## config.mk

```make
export PLATFORM = sky130hd
export DESIGN_NAME = sm3_expnd_arb
export DESIGN_NICKNAME = d
export VERILOG_FILES = /design/src/rtl/sm3_expnd_arb.sv
export SDC_FILE = /design/constraint.sdc
export NUM_CORES = 1
export LEC_CHECK = 0
export ABC_AREA = 1
export CAP_MARGIN = 15
export CORE_ASPECT_RATIO = 1.2
export CORE_MARGIN = 3
export CORE_UTILIZATION = 26
export DETAILED_ROUTE_END_ITERATION = 6
export PLACE_DENSITY_LB_ADDON = 0.2
export RECOVER_POWER = 100
export SETUP_SLACK_MARGIN = 0.05
export SYNTH_ARGS = -nofsm -noshare
export SYNTH_HDL_FRONTEND = slang
export SYNTH_SLANG_ARGS = --single-unit
export TNS_END_PERCENT = 30
```

## constraint.sdc

```tcl
create_clock -name clk -period 1 [get_ports clk]
set_input_delay 0.15 -clock clk [delete_from_list [all_inputs] [get_ports clk]]
set_output_delay 0.15 -clock clk [all_outputs]
set_load 0.05 [all_outputs]
```

## src/rtl/sm3_expnd_arb.sv

```systemverilog
// Two-requester arbiter in front of sm3_expnd_core: holds a grant for a whole message and
// releases it only after the core reports the final round; the datapath is a zero-latency mux.
module sm3_expnd_arb #(
    parameter int DW = 32
) (
    input  logic          clk,
    input  logic          rst,
    input  logic [DW-1:0] req0_d_i,
    input  logic          req0_vld_i,
    input  logic          req0_lst_i,
    output logic          req0_rdy_o,
    input  logic [DW-1:0] req1_d_i,
    input  logic          req1_vld_i,
    input  logic          req1_lst_i,
    output logic          req1_rdy_o,
    output logic [DW-1:0] pad_otpt_d_o,
    output logic          pad_otpt_vld_o,
    output logic          pad_otpt_lst_o,
    input  logic          pad_otpt_rdy_i,
    input  logic          expnd_otpt_vld_i,
    input  logic          expnd_otpt_lst_i,
    output logic          gnt_id_o,
    output logic          busy_o,
    output logic          err_misalign_o,
    output logic          err_proto_o
);
    localparam int WPB = 512 / DW;
    localparam int CW  = $clog2(WPB);
    localparam logic [CW-1:0] WMAX = CW'(WPB - 1);

    typedef enum logic [1:0] {IDLE, GRANT, DRAIN} state_t;

    state_t        state;
    logic          rr_last;
    logic [CW-1:0] wcnt;

    logic          in_grant;
    logic          sel_vld;
    logic          sel_lst;
    logic [DW-1:0] sel_d;
    logic          hs;
    logic          expnd_fin;

    assign in_grant  = (state == GRANT);
    assign sel_vld   = gnt_id_o ? req1_vld_i : req0_vld_i;
    assign sel_lst   = gnt_id_o ? req1_lst_i : req0_lst_i;
    assign sel_d     = gnt_id_o ? req1_d_i   : req0_d_i;
    assign expnd_fin = expnd_otpt_vld_i & expnd_otpt_lst_i;

    // Data and lst are gated by valid so idle cycles present an all-zero word.
    assign pad_otpt_vld_o = in_grant & sel_vld;
    assign pad_otpt_lst_o = pad_otpt_vld_o & sel_lst;
    assign pad_otpt_d_o   = pad_otpt_vld_o ? sel_d : '0;
    assign req0_rdy_o     = in_grant & ~gnt_id_o & pad_otpt_rdy_i;
    assign req1_rdy_o     = in_grant &  gnt_id_o & pad_otpt_rdy_i;
    assign hs             = pad_otpt_vld_o & pad_otpt_rdy_i;

    always_ff @(posedge clk) begin
        if (rst) begin
            state          <= IDLE;
            rr_last        <= 1'b1;
            wcnt           <= '0;
            gnt_id_o       <= 1'b0;
            busy_o         <= 1'b0;
            err_misalign_o <= 1'b0;
            err_proto_o    <= 1'b0;
        end else begin
            if (expnd_fin && state != DRAIN) begin
                err_proto_o <= 1'b1;
            end
            case (state)
                IDLE: begin
                    if (req0_vld_i || req1_vld_i) begin
                        gnt_id_o <= (req0_vld_i && req1_vld_i) ? ~rr_last : req1_vld_i;
                        state    <= GRANT;
                        busy_o   <= 1'b1;
                    end
                end
                GRANT: begin
                    if (hs) begin
                        if (sel_lst) begin
                            if (wcnt != WMAX) begin
                                err_misalign_o <= 1'b1;
                            end
                            wcnt    <= '0;
                            rr_last <= gnt_id_o;
                            state   <= DRAIN;
                        end else begin
                            wcnt <= (wcnt == WMAX) ? '0 : wcnt + 1'b1;
                        end
                    end
                end
                DRAIN: begin
                    if (expnd_fin) begin
                        state  <= IDLE;
                        busy_o <= 1'b0;
                    end
                end
                default: begin
                    state  <= IDLE;
                    busy_o <= 1'b0;
                end
            endcase
        end
    end
endmodule

```

==> metrics.csv, run 1 <==
metric,value,unit
violated checks,setup timing,
worst reg2reg path startpoint,gnt_id_o,
placeable core region,4000,um2
iteration-0 DRC count of the detailed router,112,
status,"complete, but fails checks",
syn_area_per_cell,5.47,um2
share of post-route cells with drive strength above 1,40.9,%
transition time at the pin with the least slew margin,207,ps
Cell Pwr Density,865,nW/um2
CTS buffer count,3,
FMAX,616,MHz
share of the clock period used by the worst path after layout,162,%
mapped cell area,1100,um2
number of failing setup endpoints in the final timing report,47,
first drt pass iteration count,4,
post-synthesis to final-layout area growth,221,%
top cells by area in the synthesized netlist,"nand2_1 30%, dfxtp_1 20%, a21oi_1 18%, inv_1 4.4%, nand3_1 4.1%",
I/O pin count,113,
"EDFF count, synth",0,
die width,65.4,um
distinct cell type count after synthesis,22,
CP Class,reg2out,
DRC violation count after routing,0,
Layout Nets,415,
FP Rows,25,
Tmin final,1620,ps
Die Span Y,77.2,um
grt ovf,0,
setup_tns,-24660,ps
final core utilization,88.2,%
post-route cell area,3530,um2
library cell with the highest instance count after synthesis,nand2_1,
layout filler cell count,163,
via count of the routed design,2033,
IO buf count,112,
Detail Placement HPWL,4.86,mm
count of maximum capacitance violations,0,
vias in the first global route,2040,
crit path cell chain,inv_4 -> buf_4 -> buf_6 -> nand2_1 -> a21oi_4 -> buf_12,
die area,5050,um2
fin worst setup slack,-623,ps
gr usage total,27.0,%
largest fanout of any net on the critical path,8,
post-synthesis register bit count,11,
number of routed nets with antenna violations,0,
Total Wirelength,7.75,mm
post-synthesis instance total,201,
Setup crit start,gnt_id_o,
capturing point of the worst reg2reg path,rr_last,
number of buffers inserted for hold repair after clock tree synthesis,0,
Hold Path Class,reg2reg,
share of the synthesized area in the top cell type,29.7,%
post-synthesis sequential area ratio,20.0,%
tightest slew margin relative to the limit,86.2,%
Starting Density,27.5,%
routed wire length per instance,19.7,um
yosys synthesis warning count,0,
htree depth,1,
Finished Layout Cells,394,
category of the worst setup path capture point,primary output,
peak ir drop on the vdd network,1.35,mV
nets in the synthesized netlist,275,
clock latency of the later-clocked register in the worst-skew pair,250,ps
critical path launch point type,flop,
via count normalized by instance count,5.16,
number of antenna violations at the first check in global routing,0,
number of cells traversed by the worst register-to-register path,10,
pre-CTS setup slack,-594,ps
Post-DP Area,3210,um2
HP Start,err_misalign_o,
leakage power figure,1.42,nW
flop2flop setup slack,-520,ps
clock-pin slew on the worst setup and hold paths,60,ps
Critical Path End,pad_otpt_d_o[25],
Post-synth ARST share,0,%
"Arr. time, crit path",1470,ps
CP max-delay cell,dfxtp_4,
CTS root buffer,clkbuf_8,
worst hold slack across all endpoints,458,ps
global-route wire length before repair,10.6,mm
cell depth of the worst setup path,6,
Post-synth top flop,dfxtp_1,
Slew Limit Fails,0,
Placed Instances,379,
commonest cells in the synthesized netlist,"87 x nand2_1, 40 x a21oi_1, 13 x inv_1, 11 x dfxtp_1",
last weighted congestion value of the routability-driven placer,0.879,
TritonCTS clock tree,yes,
clock sink count,11,
required time of the critical path,850,ps
Synth area leader,nand2_1,
diodes inserted,0,
clock skew after layout,4.23,ps
final hold vios,0,
unrepaired setup endpoints after global routing,true,
total power,3.05,mW
kind of cell adding the most delay to the critical path,buffers and inverters,
longest individual stage delay on the worst path,370,ps
number of buffers and inverters on the critical path,4,
Max clock buf depth,2,
pin count of the biggest net entering global routing,26,
[state kept, by name (all words and copies together) (netlist names)]
| signal | cells |
|---|---|
| busy_o | 1 |
| err_misalign_o | 1 |
| err_proto_o | 1 |
| gnt_id_o | 1 |
| rr_last | 1 |
| state | 2 |
| wcnt | 4 |
[per-layer routing]
metal,wire [um],up-vias,track usage (%)
li1,-,922,-
met1,2710,954,27.4
met2,4090,123,51.0
met3,598,34,6.00
met4,357,0,12.0
met5,0,-,0
[worst min path at each step]
| stage | to | cells past startpoint |
|---|---|---|
| 6_report | err_misalign_o | 2 |
| 5_1_grt | err_misalign_o | 2 |
| 4_1_cts | err_misalign_o | 2 |
| 3_5_place_dp | err_misalign_o | 2 |
| 3_3_place_gp | rr_last | 2 |
| 2_1_floorplan | gnt_id_o | 2 |
[cells in the final DEF, fill, tap and decap left out, types with 2 or more instances in the layout]
master,netlist,final
nor2_4,2,3
a21oi_4,0,32
buf_12,0,42
dfxtp_2,0,2
clkbuf_16,0,2
inv_4,1,3
nand2_4,2,4
clkbuf_8,0,3
nand2_1,87,79
clkbuf_4,0,2
a21oi_1,40,7
clkdlybuf4s50_1,0,71
nand4_1,5,5
nor2_1,9,8
inv_1,13,12
nand2_2,2,7
nand3_1,9,8
buf_4,0,22
dfxtp_1,11,8
buf_16,0,3
buf_6,1,4
[cells by family after synthesis]
kind of cell | count (synthesis) | share of synthesized area, %
buffers and inverters | 28 | 11.3
AND/OR/NAND/NOR | 119 | 48.1
AO/OA/AOI/OAI | 41 | 18.7
adder cells (fa/ha/maj) | 1 | 1.14
flip-flops | 11 | 20.0
XOR/XNOR | 1 | 0.797
[power by group]
group | switching, mW | internal, mW
Clock | 0.194 | 0.276
Sequential | 0.0267 | 0.462
Combinational | 1.07 | 1.03
[repair_timing]
action,in CTS,in global routing
setup endpoints to repair,47,48
pin swaps,6,7
gates resized for setup,25,11
cloned,3,2
setup buffers,5,1
[worst reg2reg max path: stages, from the launching register on]
cell	delay [ps]
dfxtp_4	380
inv_4	50
buf_4	160
clkbuf_16	170
nand2_4	70
nand2_4	80
nor2_4	140
buf_4	140
nand2_2	60
nand2_1	90
nand2_1	60
[cell type report]
| class | count | area, um2 | share of cell area, % |
|---|---|---|---|
| Clock buffer | 3 | 41.3 | 1.17 |
| Clock inverter | 1 | 5.00 | 0.142 |
| Inverter | 16 | 67.6 | 1.91 |
| Multi-Input combinational cell | 162 | 1210 | 34.1 |
| Sequential cell | 11 | 226 | 6.41 |
| Timing Repair Buffer | 147 | 1920 | 54.3 |
| Tap cell | 54 | 67.6 | 1.91 |
Note: power is estimated with default switching activity, not from simulation.
==> run 2: changes to the inputs <==
CAP_MARGIN = unset   (was 15)
==> results of run 2 <==
The final DEF is identical to that of run 1; final timing and power are the same.
